File: src/rtl/pcm24_to_dsp64.sv
// pcm24_to_dsp64: widens signed 24-bit PCM samples into signed 64-bit
// fixed-point words (sign-extend, then shift left by SHIFT), behind a
// valid/ready pipeline stage with a one-entry skid buffer. It also keeps an
// output-handshake counter.
// Optional build macro CLIP_DETECT_EN enables full-scale input detection.
// Without that macro, clip_flag and clip_count are held at 0.
module pcm24_to_dsp64 #(
    parameter int SHIFT = 8,
    parameter int CNT_W = 32
) (
    input  logic             clk,
    input  logic             rst,
    input  logic [23:0]      in_data,
    input  logic             in_valid,
    output logic             in_ready,
    output logic [63:0]      out_data,
    output logic             out_valid,
    input  logic             out_ready,
    output logic [CNT_W-1:0] sample_count,
    input  logic             clip_clr,
    output logic             clip_flag,
    output logic [15:0]      clip_count
);

    // Shifts above 40 would push the sign bit out of the 64-bit word.
    if (SHIFT < 0 || SHIFT > 40) begin : g_bad_shift
        $fatal(1, "pcm24_to_dsp64: SHIFT=%0d outside 0..40", SHIFT);
    end

    logic        accept;
    logic        transfer;
    logic        skid_full;
    logic [63:0] skid_data;
    logic [63:0] widened;

    assign accept   = in_valid & in_ready;
    assign transfer = out_valid & out_ready;
    // in_ready comes straight from the skid flop, so it drops the cycle after
    // the skid fills and rises the cycle after the skid drains.
    assign in_ready = ~skid_full;

    // Sign-extend the sample to 64 bits, then place input bit 0 at bit SHIFT.
    always_comb begin
        widened = {{40{in_data[23]}}, in_data} << SHIFT;
    end

    // Main register and skid buffer: accepted input goes to main when main
    // is free, and to the skid when main is stalled. Main refills from the
    // skid on each transfer.
    // NOTE: registers use non-blocking assignments, so each branch below
    // reads the values held before this clock edge.
    always_ff @(posedge clk or posedge rst) begin
        if (rst) begin
            out_data  <= '0;
            out_valid <= 1'b0;
            skid_data <= '0;
            skid_full <= 1'b0;
        end else if (skid_full) begin
            // in_ready is low here, so no new input can arrive.
            if (transfer) begin
                out_data  <= skid_data;
                out_valid <= 1'b1;
                skid_full <= 1'b0;
            end
        end else if (accept) begin
            if (!out_valid || out_ready) begin
                out_data  <= widened;
                out_valid <= 1'b1;
            end else begin
                skid_data <= widened;
                skid_full <= 1'b1;
            end
        end else if (transfer) begin
            out_valid <= 1'b0;
        end
    end

    // Count completed output handshakes. The counter wraps naturally.
    always_ff @(posedge clk or posedge rst) begin
        if (rst) begin
            sample_count <= '0;
        end else if (transfer) begin
            sample_count <= sample_count + 1'b1;
        end
    end

`ifdef CLIP_DETECT_EN
    logic full_scale;

    assign full_scale = (in_data == 24'h7FFFFF) || (in_data == 24'h800000);

    // Sticky flag and saturating count of full-scale accepts. A full-scale
    // accept in the same cycle as a clear wins and restarts the count at 1.
    always_ff @(posedge clk or posedge rst) begin
        if (rst) begin
            clip_flag  <= 1'b0;
            clip_count <= '0;
        end else if (accept && full_scale) begin
            clip_flag <= 1'b1;
            if (clip_clr) begin
                clip_count <= 16'd1;
            end else if (clip_count != 16'hFFFF) begin
                clip_count <= clip_count + 16'd1;
            end
        end else if (clip_clr) begin
            clip_flag  <= 1'b0;
            clip_count <= '0;
        end
    end
`else
    logic unused_clip_clr;

    assign unused_clip_clr = clip_clr;
    assign clip_flag       = 1'b0;
    assign clip_count      = '0;
`endif

endmodule

File: config.mk
export PLATFORM = sky130hd
export DESIGN_NAME = pcm24_to_dsp64
export DESIGN_NICKNAME = d
export VERILOG_FILES = /design/src/rtl/pcm24_to_dsp64.sv
export SDC_FILE = /design/constraint.sdc
export NUM_CORES = 1
export LEC_CHECK = 0
export CORE_AREA = 2 2 111 113
export CTS_CLUSTER_SIZE = 8
export DETAILED_ROUTE_END_ITERATION = 10
export DIE_AREA = 0 0 113 115
export GPL_TIMING_DRIVEN = 0
export SLEW_MARGIN = 10
export SYNTH_ARGS = -nofsm -noshare
export SYNTH_HDL_FRONTEND = slang
export SYNTH_SLANG_ARGS = --single-unit
File: constraint.sdc
create_clock -name clk -period 3.6 [get_ports clk]
set_input_delay 0.72 -clock clk [delete_from_list [all_inputs] [get_ports clk]]
set_output_delay 0.72 -clock clk [all_outputs]
set_load 0.01 [all_outputs]
==> results of run 1 <==
cells by family (layout without fill, tap and decap cells):
logic type	count (synthesis)	in the layout	synth area share
AND/OR/NAND/NOR	95	95	0.141
adder cells (fa/ha/maj)	1	1	0.00307
other	1	25	0.000921
XOR/XNOR	31	31	0.0667
flip-flops	82	82	0.504
buffers and inverters	71	205	0.123
AO/OA/AOI/OAI	26	26	0.0335
multiplexers	49	49	0.128
final cells by class:
type | instances | area share
clock buffer | 11 | 0.0415
timing repair buffer | 118 | 0.205
inverter | 3 | 0.00235
clock inverter | 5 | 0.00921
multi-input combinational | 227 | 0.276
tap | 147 | 0.0315
buffer | 68 | 0.0837
sequential | 82 | 0.351
worst max-delay path: stages, from the launching register on:
cell and delay, ps:
dfrtp_1 930, buf_4 220, clkdlybuf4s50_1 540
final timing paths:
kind | from | end | cells past startpoint
worst max-delay path | out_data[62]$_DFFE_PP0P_ | out_data[58] | 2
worst min-delay path | sample_count[31]$_DFFE_PP0P_ | sample_count[31]$_DFFE_PP0P_ | 1
worst max register to register | out_valid$_DFFE_PP0P_ | skid_data[8]$_DFFE_PP0P_ | 4
worst min register to register | sample_count[31]$_DFFE_PP0P_ | sample_count[31]$_DFFE_PP0P_ | 1
max in group asynchronous | rst | out_data[20]$_DFFE_PP0P_ | 3
min in group asynchronous | rst | skid_data[28]$_DFFE_PP0P_ | 2
cell usage after synthesis, drive strengths merged:
master	n	share of area
dfrtp	82	0.50
buf	68	0.12
nor2	29	0.027
mux2	25	0.069
a21oi	24	0.029
mux2i	24	0.059
xor2	22	0.047
nand2	19	0.018
nor3	13	0.017
xnor2	9	0.019
nand3	8	0.013
and3	7	0.013
nand4	6	0.014
nor4	5	0.020
and4	4	0.010
inv	3	0.0028
and2b	2	0.0040
a21boi	1	0.0018
a22o	1	0.0022
and2	1	0.0015
conb	1	0.00092
ha	1	0.0031
nor4b	1	0.0037
per-stage QoR:
| step | std cells | setup WS [ps] | hold WS (ps) | total power, mW | cell area [sq um] |
|---|---|---|---|---|---|
| after global placement | 644 | -636 | 462 | 1.21 | 5520 |
| after detailed placement | 645 | 909 | 461 | 1.22 | 5550 |
| after global routing | 661 | 678 | 499 | 2.19 | 5840 |
| after CTS | 661 | 805 | 472 | 2.13 | 5840 |
| after floorplan | 380 | 772 | 480 | 1.08 | 4160 |
| final | 661 | 864 | 468 | 2.10 | 5840 |
state kept, by name, indices dropped and copies added, names as in the netlist:
register and cells:
sample_count 32, out_data 24, skid_data 24, out_valid 1, skid_full 1
where the power goes:
| group | switching (mW) | internal [mW] | leakage [nW] |
|---|---|---|---|
| clock | 0.353 | 0.554 | 0.149 |
| sequential | 0.0149 | 0.939 | 1.10 |
| combinational | 0.0930 | 0.150 | 1.73 |
per-layer routing:
layer | vias up | track usage | wire length (um)
met5 | - | 0 | 0
met4 | 0 | 0.0431 | 120
li1 | 1425 | - | -
met1 | 1419 | 0.184 | 3910
met2 | 114 | 0.220 | 4000
met3 | 12 | 0.0490 | 895
==> metrics, run 1 <==
outcome finished with violations; failing checks design-rule violations; Pwr Density between 300 and 400 nW/um^2; Syn-to-layout area delta 43.5%; CTS tree yes; DRT Pass-1 Iters 7; Fin. Hold Viols 0; CTS Hold Buffers Added 0; CP endpoint kind primary output; Synth Area per Inst 11.4 sq um; overflow left after global routing 0; number of diodes 0; CP Launch Type register; Skew-Pair Late Insertion Delay 330 ps; # port buffers 117; CTS Buffer Depth 2; RSZ-0062 raised after global routing false; CTS sink count 82; global placer's final weighted congestion 0.768; final setup fails 0; Post-DP HPWL 6480 um; starting density of the core 0.345; DR iter-0 viols 94; Reg2Reg Setup Slack 1720 ps; Crit Path Class reg2out; #FFs+latches synth 82; CP Max Fanout 34; HP Class reg2reg; Post-Route Skew 6.50 ps; Die Ht 115 um; number of synthesis warnings 0; sequential area share after synthesis 0.504; drt total wl 8930 um; CORE AREA 11800 sq um; routed len/inst roughly 14 um; WP data arrival 2020 ps; drt via density 4.49; setup bufs post-CTS 0; FMAX between 300 and 400 MHz; Final Slew Violations 0; Root Buffer clkbuf_16; Worst Tran Pin Value roughly 900 ps; most frequent cells in the layout clkdlybuf4s50_1 (117), dfrtp_1 (82), buf_4 (57); initial antenna violation count 0; Crit path required time 2880 ps; # rows 40; All-Layer GR Usage 0.140; post-cts resize count 0; TritonCTS buffer count 9; commonest non-fill, non-tap cell in the layout clkdlybuf4s50_1; share of cells above drive strength 1 0.251; Final min period between 2000 and 3000 ps; Syn Inst Count about 360; post-route ant nets 0; setup TNS 0 ps; crit share post-route 0.760; filler instances 1130; FF+latch area 2050 sq um; MaxCap Viol Count 0; Top Ports around 140; Rel. slew slack 0.403; htree depth 3; die width 113 um; largest net degree at the start of global routing 63; # nets final between 500 and 600; multi-input combinational cell area 1610 sq um; DRC Markers 18; via count 2970; Leak 2.97 nW; die area 13000 sq um; Distinct cells, synth 35; Clock transition at path regs 60 ps; Cell Area, Synth 4070 sq um; number of global-route vias before repair just under 3000; Peak VDD IR 0.287 mV; first-pass GRT wire length 14600 um; Final Util 0.495
(Power assumes the default switching activity.)
==> run 2: changes to the inputs <==
- clock period: 3.6 -> 2.6 ns (I/O delays scaled with it)
==> run 2 against run 1 <==
Effect of this change: setup slack worse by 520 ps; largest power group unchanged; total power is 39% higher; register-to-register slack worse by 1000 ps; the flow still finishes with violations (design-rule violations); clock power is 41% higher.
==> metrics, run 2 (synthesis gave the netlist of run 1 again) <==
outcome finished with violations; failing checks design-rule violations; FMAX 443 MHz; via count 2930; drt total wl between 8000 and 9000 um; Syn-to-layout area delta 43.9%; hold endpoint sample_count[31]$_DFFE_PP0P_; die area about 13000 sq um; drt via density approximately 4.4; Pwr Density around 500 nW/um^2; WP data arrival 1740 ps; setup TNS 0 ps; first-pass GRT wire length between 10000 and 15000 um; r2r startpoint skid_full$_DFF_PP0_; CP max-delay cell dfrtp_2; Worst setup startpoint out_data[62]$_DFFE_PP0P_; # port buffers 117; Post-Route Skew approximately 7.6 ps; post-route ant nets 0; initial antenna violation count 0; global placer's final weighted congestion 0.783; CORE AREA 11800 sq um; MaxCap Viol Count 0; TritonCTS buffer count 9; # rows 40; Peak VDD IR 0.266 mV; htree depth 3; Crit Path Class reg2out; CP endpoint kind primary output; largest net degree at the start of global routing 38; overflow left after global routing 0; Worst R2R Path Depth 6; DR iter-0 viols slightly above 90; # nets final between 500 and 600; Final Power approximately 3 mW; Final Slew Violations 0; RSZ-0062 raised after global routing false; Top reg by flops sample_count; hold path start sample_count[31]$_DFFE_PP0P_; Top Ports 144; Hold Path Depth 1; share of cells above drive strength 1 0.250; number of diodes 0; filler instances 1071; Clock transition at path regs 60 ps; die width 113 um; most frequent cells in the layout clkdlybuf4s50_1 (117), dfrtp_1 (81), buf_4 (57); Leak 2.97 nW; CTS Buffer Depth 2; starting density of the core 0.345; Fin. Hold Viols 0; Reg2Reg Setup Slack 720 ps; Post-DP HPWL 6430 um; max FFs per register 32; CP Max Fanout 34; delay of the slowest critical-path stage 680 ps; Root Buffer clkbuf_16; setup bufs post-CTS 0; DRC Markers 18; top flop regs sample_count x32, out_data x24, skid_data x24; Final min period 2260 ps; CTS sink count 82; Skew-Pair Late Insertion Delay 330 ps; Die Ht 115 um; final setup fails 0; CP Launch Type register; critical path cell sequence buf_4 > clkdlybuf4s50_1; crit share post-route 0.868; worst reg2reg path endpoint out_data[28]$_DFFE_PP0P_; number of global-route vias before repair 2859; Crit path required time roughly 2100 ps; commonest non-fill, non-tap cell in the layout clkdlybuf4s50_1; DRT Pass-1 Iters 7; CTS tree yes; HP Class reg2reg; All-Layer GR Usage 0.141; routed len/inst 13.4 um
[run 2: cell count changes in the layout (fill, tap and decap cells not counted), sizes merged]
cell / before / now
buf: 69 / 70
clkbuf: 11 / 14
inv: 3 / 2
clkinvlp: 0 / 1
clkinv: 4 / 1
[run 2: routing by layer]
| layer | up-vias | share of wire | track usage |
|---|---|---|---|
| met2 | 114 | 0.45 | 0.223 |
| li1 | 1434 | - | - |
| met1 | 1375 | 0.45 | 0.184 |
| met5 | - | 0 | 0 |
| met3 | 7 | 0.089 | 0.0453 |
| met4 | 0 | 0.0096 | 0.0463 |
[run 2: worst max-delay path by stage]
| stage | endpoint | slack [ps] |
|---|---|---|
| after global routing | out_data[36] | 230 |
| final | out_data[45] | 340 |
| after CTS | out_data[34] | 0.4 |
| after floorplan | out_data[32] | 990 |
| after detailed placement | out_data[28]$_DFFE_PP0P_ | 80 |
| after global placement | out_data[26]$_DFFE_PP0P_ | 110 |
[run 2: repair_timing]
action,in CTS,in global routing
gates resized for setup,0,1
hold buffers,0,0
setup endpoints to repair,0,33
[run 2: stage by stage]
step / hold WS (ps) / cells / setup WS (ps) / util / instance area, sq um
3_3_place_gp: 466 / 644 / 114 / 0.467 / 5520
5_1_grt: 497 / 662 / 228 / 0.496 / 5860
2_1_floorplan: 480 / 380 / 994 / - / 4170
4_1_cts: 481 / 662 / 0.353 / 0.496 / 5860
3_5_place_dp: 474 / 646 / 78.8 / 0.471 / 5560
6_report: 477 / 662 / 343 / 0.496 / 5860
[run 2: layout make-up]
class / instances / area [sq um] / area share
Buffer: 68 / 489 / 0.0835
Clock buffer: 14 / 264 / 0.0450
Clock inverter: 2 / 35.0 / 0.00598
Inverter: 3 / 15.0 / 0.00256
Multi-Input combinational cell: 227 / 1610 / 0.275
Sequential cell: 82 / 2050 / 0.350
Tap cell: 147 / 184 / 0.0314
Timing Repair Buffer: 119 / 1210 / 0.207
[run 2: critical path: cells and delay by family, from the launching register on]
family	cells	cell delay, ps
DFF	1	680
buffers and inverters	2	720
[run 2: power breakdown]
group / leakage (nW) / switching, mW / internal, mW / total, mW
combinational: 1.73 / 0.128 / 0.208 / 0.335
clock: 0.147 / 0.480 / 0.796 / 1.28
sequential: 1.09 / 0.0209 / 1.30 / 1.32
